File: src/rtl/add_seq_arbiter_pkg.sv
// Shared types and constants for the sequential slice-adder arbiter.
package add_seq_pkg;
  localparam int DATA_W = 64;

  typedef enum logic [1:0] {
    ST_IDLE = 2'd0,
    ST_RUN  = 2'd1,
    ST_DONE = 2'd2
  } state_t;

  function automatic int id_width(input int num_req);
    return (num_req > 1) ? $clog2(num_req) : 1;
  endfunction
endpackage

File: src/rtl/add_seq_arbiter_if.sv
// Request/result bundle between NUM_REQ requesters and the shared slice adder.
interface add_seq_arbiter_if
  import add_seq_pkg::*;
#(
  parameter int NUM_REQ = 2,
  parameter int ID_W    = id_width(NUM_REQ)
);
  logic [NUM_REQ-1:0]        req_valid;
  logic [NUM_REQ-1:0]        req_ready;
  logic [NUM_REQ*DATA_W-1:0] req_a;
  logic [NUM_REQ*DATA_W-1:0] req_b;
  logic [NUM_REQ-1:0]        req_sub;
  logic                      res_valid;
  logic                      res_ready;
  logic [DATA_W-1:0]         res_sum;
  logic                      res_cout;
  logic [ID_W-1:0]           res_id;
  logic                      busy;

  modport master (
    output req_valid, req_a, req_b, req_sub, res_ready,
    input  req_ready, res_valid, res_sum, res_cout, res_id, busy
  );

  modport slave (
    input  req_valid, req_a, req_b, req_sub, res_ready,
    output req_ready, res_valid, res_sum, res_cout, res_id, busy
  );
endinterface

File: src/rtl/add_rr_arbiter.sv
// Stateless round-robin picker: first set req at or above ptr, wrapping; gnt is one-hot or zero.
module add_rr_arbiter #(
  parameter int NUM_REQ = 2,
  parameter int ID_W    = 1
) (
  input  logic [NUM_REQ-1:0] req,
  input  logic [ID_W-1:0]    ptr,
  input  logic               en,
  output logic [NUM_REQ-1:0] gnt
);
  logic found;

  always_comb begin
    gnt   = '0;
    found = 1'b0;
    for (int off = 0; off < NUM_REQ; off++) begin
      for (int i = 0; i < NUM_REQ; i++) begin
        if (en && !found && req[i] && (i == (int'(ptr) + off) % NUM_REQ)) begin
          gnt[i] = 1'b1;
          found  = 1'b1;
        end
      end
    end
  end
endmodule

File: src/rtl/add_seq_arbiter.sv
// Shares one SLICE_W adder among NUM_REQ requesters; 64-bit result 64/SLICE_W cycles after accept,
// held in DONE until res_ready, no accepts while busy. Define ADD_SEQ_SUB_EN to honour req_sub.
module add_seq_arbiter
  import add_seq_pkg::*;
#(
  parameter int NUM_REQ = 2,
  parameter int SLICE_W = 16
) (
  input logic              clk,
  input logic              rst,
  add_seq_arbiter_if.slave bus
);
  localparam int ID_W = id_width(NUM_REQ);
  localparam int NS   = DATA_W / SLICE_W;
  localparam int K_W  = (NS > 1) ? $clog2(NS) : 1;

  state_t               state, state_nxt;
  logic [NUM_REQ-1:0]   gnt;
  logic                 arb_en, accept, last_slice, carry_init, carry;
  logic [ID_W-1:0]      win, ptr, ptr_nxt, id_q;
  logic [K_W-1:0]       k;
  logic [DATA_W-1:0]    a_q, b_q, res_q;
  logic [SLICE_W-1:0]   a_sl, b_raw, b_sl;
  logic [SLICE_W:0]     sl_sum;

  // Arbitration is only live in IDLE, so req_ready is naturally zero in RUN/DONE and in reset.
  assign arb_en = (state == ST_IDLE) && !rst;

  add_rr_arbiter #(.NUM_REQ(NUM_REQ), .ID_W(ID_W)) u_rr (
    .req (bus.req_valid),
    .ptr (ptr),
    .en  (arb_en),
    .gnt (gnt)
  );

  assign accept     = |gnt;
  assign last_slice = (k == K_W'(NS - 1));
  assign ptr_nxt    = (win == ID_W'(NUM_REQ - 1)) ? '0 : win + 1'b1;

  always_comb begin
    win = '0;
    for (int i = 0; i < NUM_REQ; i++)
      if (gnt[i]) win = ID_W'(i);
  end

  assign a_sl  = a_q[int'(k)*SLICE_W +: SLICE_W];
  assign b_raw = b_q[int'(k)*SLICE_W +: SLICE_W];

`ifdef ADD_SEQ_SUB_EN
  logic sub_q;

  // Subtraction is A + ~B + 1: the +1 enters through the carry register at accept.
  assign b_sl       = sub_q ? ~b_raw : b_raw;
  assign carry_init = bus.req_sub[win];

  always_ff @(posedge clk) begin
    if (rst)         sub_q <= 1'b0;
    else if (accept) sub_q <= bus.req_sub[win];
  end
`else
  logic unused_sub;

  assign unused_sub = ^bus.req_sub;
  assign b_sl       = b_raw;
  assign carry_init = 1'b0;
`endif

  assign sl_sum = {1'b0, a_sl} + {1'b0, b_sl} + {{SLICE_W{1'b0}}, carry};

  always_ff @(posedge clk) begin
    if (rst) state <= ST_IDLE;
    else     state <= state_nxt;
  end

  always_comb begin
    state_nxt = state;
    case (state)
      ST_IDLE: if (accept)        state_nxt = ST_RUN;
      ST_RUN:  if (last_slice)    state_nxt = ST_DONE;
      ST_DONE: if (bus.res_ready) state_nxt = ST_IDLE;
      default:                    state_nxt = ST_IDLE;
    endcase
  end

  always_comb begin
    bus.req_ready = gnt;
    bus.res_valid = (state == ST_DONE) && !rst;
    bus.busy      = (state != ST_IDLE) && !rst;
  end

  always_ff @(posedge clk) begin
    if (rst) begin
      ptr   <= '0;
      k     <= '0;
      carry <= 1'b0;
      res_q <= '0;
      id_q  <= '0;
      a_q   <= '0;
      b_q   <= '0;
    end else if (accept) begin
      a_q   <= bus.req_a[int'(win)*DATA_W +: DATA_W];
      b_q   <= bus.req_b[int'(win)*DATA_W +: DATA_W];
      id_q  <= win;
      k     <= '0;
      carry <= carry_init;
      ptr   <= ptr_nxt;
    end else if (state == ST_RUN) begin
      res_q[int'(k)*SLICE_W +: SLICE_W] <= sl_sum[SLICE_W-1:0];
      carry <= sl_sum[SLICE_W];
      k     <= k + 1'b1;
    end
  end

  assign bus.res_sum  = res_q;
  assign bus.res_cout = carry;
  assign bus.res_id   = id_q;
endmodule

File: src/flat_wrapper.sv
// flat-port wrapper written by rule: the top's interface ports become plain ports
module add_seq_arbiter_flat import add_seq_pkg::*;
#(
  parameter int NUM_REQ = 2,
  parameter int SLICE_W = 16
)
  (clk, rst, bus_req_valid, bus_req_a, bus_req_b, bus_req_sub, bus_res_ready, bus_req_ready, bus_res_valid, bus_res_sum, bus_res_cout, bus_res_id, bus_busy);
  add_seq_arbiter_if #(.NUM_REQ(NUM_REQ)) bus_i ();
  input logic clk;
  input logic rst;
  input wire logic [$bits(bus_i.req_valid)-1:0] bus_req_valid;
  input wire logic [$bits(bus_i.req_a)-1:0] bus_req_a;
  input wire logic [$bits(bus_i.req_b)-1:0] bus_req_b;
  input wire logic [$bits(bus_i.req_sub)-1:0] bus_req_sub;
  input wire logic [$bits(bus_i.res_ready)-1:0] bus_res_ready;
  output wire logic [$bits(bus_i.req_ready)-1:0] bus_req_ready;
  output wire logic [$bits(bus_i.res_valid)-1:0] bus_res_valid;
  output wire logic [$bits(bus_i.res_sum)-1:0] bus_res_sum;
  output wire logic [$bits(bus_i.res_cout)-1:0] bus_res_cout;
  output wire logic [$bits(bus_i.res_id)-1:0] bus_res_id;
  output wire logic [$bits(bus_i.busy)-1:0] bus_busy;
  assign bus_i.req_valid = bus_req_valid;
  assign bus_i.req_a = bus_req_a;
  assign bus_i.req_b = bus_req_b;
  assign bus_i.req_sub = bus_req_sub;
  assign bus_i.res_ready = bus_res_ready;
  assign bus_req_ready = bus_i.req_ready;
  assign bus_res_valid = bus_i.res_valid;
  assign bus_res_sum = bus_i.res_sum;
  assign bus_res_cout = bus_i.res_cout;
  assign bus_res_id = bus_i.res_id;
  assign bus_busy = bus_i.busy;
  add_seq_arbiter #(.NUM_REQ(NUM_REQ), .SLICE_W(SLICE_W)) u_core (.clk(clk), .rst(rst), .bus(bus_i));
endmodule
File: config.mk
export PLATFORM = sky130hd
export DESIGN_NAME = add_seq_arbiter_flat
export DESIGN_NICKNAME = d
export VERILOG_FILES = /design/src/rtl/add_seq_arbiter_pkg.sv /design/src/rtl/add_seq_arbiter_if.sv /design/src/rtl/add_rr_arbiter.sv /design/src/rtl/add_seq_arbiter.sv /design/src/flat_wrapper.sv
export SDC_FILE = /design/constraint.sdc
export NUM_CORES = 1
export LEC_CHECK = 0
export ABC_AREA = 1
export CORE_MARGIN = 2
export CORE_UTILIZATION = 42
export DETAILED_ROUTE_END_ITERATION = 10
export PLACE_DENSITY = 0.75
export SLEW_MARGIN = 30
export SYNTH_ARGS = -nofsm -noshare
export SYNTH_HDL_FRONTEND = slang
export SYNTH_SLANG_ARGS = --single-unit
File: constraint.sdc
create_clock -name clk -period 3.9 [get_ports clk]
set_input_delay 0.39 -clock clk [delete_from_list [all_inputs] [get_ports clk]]
set_output_delay 0.39 -clock clk [all_outputs]
set_load 0.02 [all_outputs]
==> out/qor.txt <==
=========================================================================================
Run status ................................................................. complete, no violations
Cell area after layout .....................................................  0.0137 mm^2
Total number of vias .......................................................       10,500
Met3 Track Usage GR ........................................................       0.0582
Detailed Place HPWL ........................................................      25.0 mm
Met1 capacity usage during global routing ..................................        0.361
Cell occurring most often along the worst timing path ...................... sky130_fd_sc_hd__nand2_1
Slew at the pin with the worst max-slew slack ..............................       850 ps
Syn Std Cell Area .......................................................... 0.00962 mm^2
Critical Path, Cell by Cell ................................................ inv_2 > buf_12 > o21ai_0 > o22ai_1 > ha_1 > nand2_1 > nand2_1 > nand3_1 > nand2_1 > xor2_1 > nand2_1 > nor2_1 > nand2_1 > a21oi_1
Worst setup skew after layout ..............................................      20.0 ps
Crit Path Category ......................................................... register to register
Maxcap violations ..........................................................            0
Reg2Reg Depth ..............................................................           14
Total wire length after detailed routing ...................................      34.1 mm
PD cells ...................................................................  427 mW/mm^2
Clock tree from TritonCTS ..................................................          yes
DRC errors left ............................................................            0
Hold-fix buffers at CTS ....................................................            0
Post-CTS setup buffer count ................................................            0
1st-iter DRT viols .........................................................          868
Antenna Nets Post-Route ....................................................            0
Slack of the worst reg-to-reg path .........................................       760 ps
Arrival time worst endpoint ................................................      3530 ps
Root Driver ................................................................ sky130_fd_sc_hd__clkbuf_16
Post-synth EDFFs ...........................................................            0
Fraction of layout cells with a size suffix above 1 ........................       0.0391
Worst hold path stage count ................................................            2
Top-Level Pins .............................................................          333
Post-CTS Resized ...........................................................            0
Setup tns final ............................................................         0 ps
Num CTS Buffers ............................................................           17
Biggest area contributors in the synthesized netlist ....................... sky130_fd_sc_hd__dfxtp_1, sky130_fd_sc_hd__nand2_1, sky130_fd_sc_hd__a31oi_1
Die Ht .....................................................................       155 um
Worst-Skew Late Latency ....................................................       450 ps
Final layout net count .....................................................        1,960
I/O Buffers ................................................................          330
Pin count of the biggest net entering global routing .......................          129
Critical Path Slowest Stage Cell ........................................... sky130_fd_sc_hd__o22ai_1
Final critical path time including I/O delays and setup ....................      3140 ps
Layout Area Growth over Synthesis ..........................................        42.2%
Max rail drop VDD ..........................................................     0.239 mV
Overflow left after global routing .........................................            0
Post-synth top flop ........................................................ sky130_fd_sc_hd__dfxtp_1
Final setup violation count ................................................            0
Number of global-route vias before repair ..................................        9,944
Remaining max-slew budget at the tightest pin ..............................        0.433
Highest clock rate .........................................................      318 MHz
Global routing usage on met2 ...............................................        0.461
Clock Sink Count ...........................................................          199
WHS Endpoint ............................................................... u_core.bus.res_sum[3]
Worst path required time ...................................................      4290 ps
Total die area .............................................................  0.0241 mm^2
Hold WC Path Type .......................................................... primary input to register
Largest incremental delay on the critical path .............................       440 ps
Setup repair after global routing missed its margin ........................        false
Startpoint type of the worst setup path ....................................     register
Fraction of the yosys area taken by sequential cells .......................        0.414
Crit-path max FO ...........................................................           40
Final GP Congestion ........................................................        0.918
Global-route wire length before repair .....................................      53.4 mm
Yosys reg bits .............................................................          199
Worst-case clock buffer depth ..............................................            2
Library cell occupying the most area in the post-synthesis netlist ......... sky130_fd_sc_hd__dfxtp_1
Avg Inst Size Synth ........................................................    6.84 um^2
Clock transition at path regs ..............................................        80 ps
Reg-to-Reg Start ...........................................................  u_core.k[0]
Post-Syn Nets ..............................................................        1,693
Number of detailed-route iterations in the first pass ......................            5
Final max-slew violation count .............................................            0
Count of endpoints failing hold in the final timing report .................            0
Chip Width .................................................................       155 um
R2r endpoint ............................................................... u_core.bus.res_sum[23]
Number of H-tree branching levels ..........................................            4
Number of synthesis warnings ...............................................            0
Placeable core area ........................................................  0.0226 mm^2
Proportion of register bits with asynchronous set or reset after synthesis .            0
GRT Total Usage ............................................................        0.281
Cell count after synthesis .................................................        1,407
Initial Utilization ........................................................        0.426
Area fraction of the dominant cell type after synthesis ....................        0.414
LEAKAGE ....................................................................   0.00505 uW
Portion of the clock cycle consumed by the worst path in the final layout ..        0.806
Number of antenna violations at the first check in global routing ..........            2
Average vias per placed instance ...........................................         5.30
Hold slack .................................................................       415 ps
Top Usage Layer GRT ........................................................         met2
Netlist cell types .........................................................           34
Startpoint of the tightest hold check path .................................          rst
Endpoint type of the worst setup path ......................................     register
Post-place instance area ...................................................  0.0130 mm^2
Post-DR wirelength/cell ....................................................      17.3 um
Row Count ..................................................................           55
=========================================================================================
==> placed cells by master, fill, tap and decap left out, types with 2 or more instances in the layout <==
master,n
sky130_fd_sc_hd__nand2_1,529
sky130_fd_sc_hd__clkdlybuf4s50_1,329
sky130_fd_sc_hd__dfxtp_1,198
sky130_fd_sc_hd__a31oi_1,109
sky130_fd_sc_hd__nor2_1,105
sky130_fd_sc_hd__a21oi_1,94
sky130_fd_sc_hd__o21ai_0,84
sky130_fd_sc_hd__inv_1,46
sky130_fd_sc_hd__nand3_1,33
sky130_fd_sc_hd__o22ai_1,32
sky130_fd_sc_hd__ha_1,21
sky130_fd_sc_hd__clkbuf_16,17
sky130_fd_sc_hd__nand4_1,16
sky130_fd_sc_hd__buf_4,11
sky130_fd_sc_hd__xor2_1,6
sky130_fd_sc_hd__clkinv_8,6
sky130_fd_sc_hd__nor3_1,4
sky130_fd_sc_hd__a22oi_1,4
sky130_fd_sc_hd__inv_6,4
sky130_fd_sc_hd__diode_2,3
sky130_fd_sc_hd__inv_2,3
sky130_fd_sc_hd__buf_6,3
sky130_fd_sc_hd__buf_12,3
sky130_fd_sc_hd__a21boi_0,2
sky130_fd_sc_hd__inv_4,2
sky130_fd_sc_hd__nand2_2,2
sky130_fd_sc_hd__nor2_4,2
sky130_fd_sc_hd__nand3b_1,2
sky130_fd_sc_hd__and2_1,2
sky130_fd_sc_hd__nand2_4,2
sky130_fd_sc_hd__fa_1,2
sky130_fd_sc_hd__inv_12,2
==> worst max-delay path by stage <==
stage,startpoint,end,depth (start not counted)
CTS,u_core.k[0],u_core.bus.res_sum[23],14
finish,u_core.k[0],u_core.bus.res_sum[23],14
detailed placement,u_core.k[0],u_core.bus.res_sum[23],14
floorplan,u_core.k[0],u_core.bus.res_sum[24],15
global route,u_core.k[0],u_core.bus.res_sum[23],14
global placement,u_core.k[0],u_core.bus.res_sum[56],13
==> synth_stat cells, drive strengths merged (2+ instances only) <==
cell type / count
dfxtp: 199
nand4: 16
nand2: 533
xor2: 6
o22ai: 32
nor3: 6
fa: 2
clkbuf: 60
nor2: 108
a22oi: 4
and2: 2
nand3: 33
o21ai: 84
ha: 21
inv: 51
a21boi: 2
nand3b: 2
a31oi: 109
clkinv: 2
buf: 38
a21oi: 94
==> power breakdown <==
group	switching [uW]	internal [uW]
Clock	942	945
Combinational	992	650
Sequential	117	2190
Total	2050	3780
==> area by class of cell <==
| type | instances | area [um^2] |
|---|---|---|
| Fill cell | 2115 | 8900 |
| Multi-Input combinational cell | 1057 | 5010 |
| Sequential cell | 199 | 3990 |
| Timing Repair Buffer | 346 | 3470 |
| Clock buffer | 17 | 425 |
| Tap cell | 285 | 357 |
| Clock inverter | 15 | 215 |
| Inverter | 53 | 205 |
| Antenna cell | 3 | 7.51 |
==> metrics by stage <==
stage                     power (uW)  utilization  setup slack (ps)  std cells
after floorplan                 3260            -               982       1407
after global placement          3970        0.577               869       1940
after detailed placement        3980        0.577               757       1940
after CTS                       5850        0.605               754       1972
after global routing            6120        0.606               503       1975
final                           5830        0.606               755       1975
==> worst max-delay path, delay by kind of cell (launching register included) <==
| kind | cells | cell delay (ps) |
|---|---|---|
| xor+xnor | 1 | 350 |
| buf+inv | 2 | 570 |
| compound gates | 3 | 660 |
| flops | 1 | 420 |
| simple gates | 7 | 740 |
| fa+ha+maj | 1 | 350 |
==> sequential cells by signal (all words and copies together) (netlist names) <==
signal,cells
u_core.bus.res_id,1
u_core.bus.res_sum,64
u_core.ptr,1
u_core.state,2
u_core.b_q,64
u_core.k,2
u_core.a_q,64
u_core.bus.res_cout,1
==> per-layer routing <==
layer	routed length, um	part of all wire
met1	14300	0.42
met2	15800	0.46
met3	2580	0.076
met4	1380	0.040
met5	0	0
==> cells by family (layout without fill, tap and decap cells) <==
logic type / count (synthesis) / count (layout) / synth area share
other: 0 / 3 / 0
buffers and inverters: 151 / 431 / 0.0653
AND/OR/NAND/NOR: 701 / 701 / 0.293
AO/OA/AOI/OAI: 326 / 326 / 0.190
flip-flops: 199 / 199 / 0.414
XOR/XNOR: 7 / 7 / 0.00637
adder cells (fa/ha/maj): 23 / 23 / 0.0315
No activity file was read; power rests on OpenSTA's default activity.
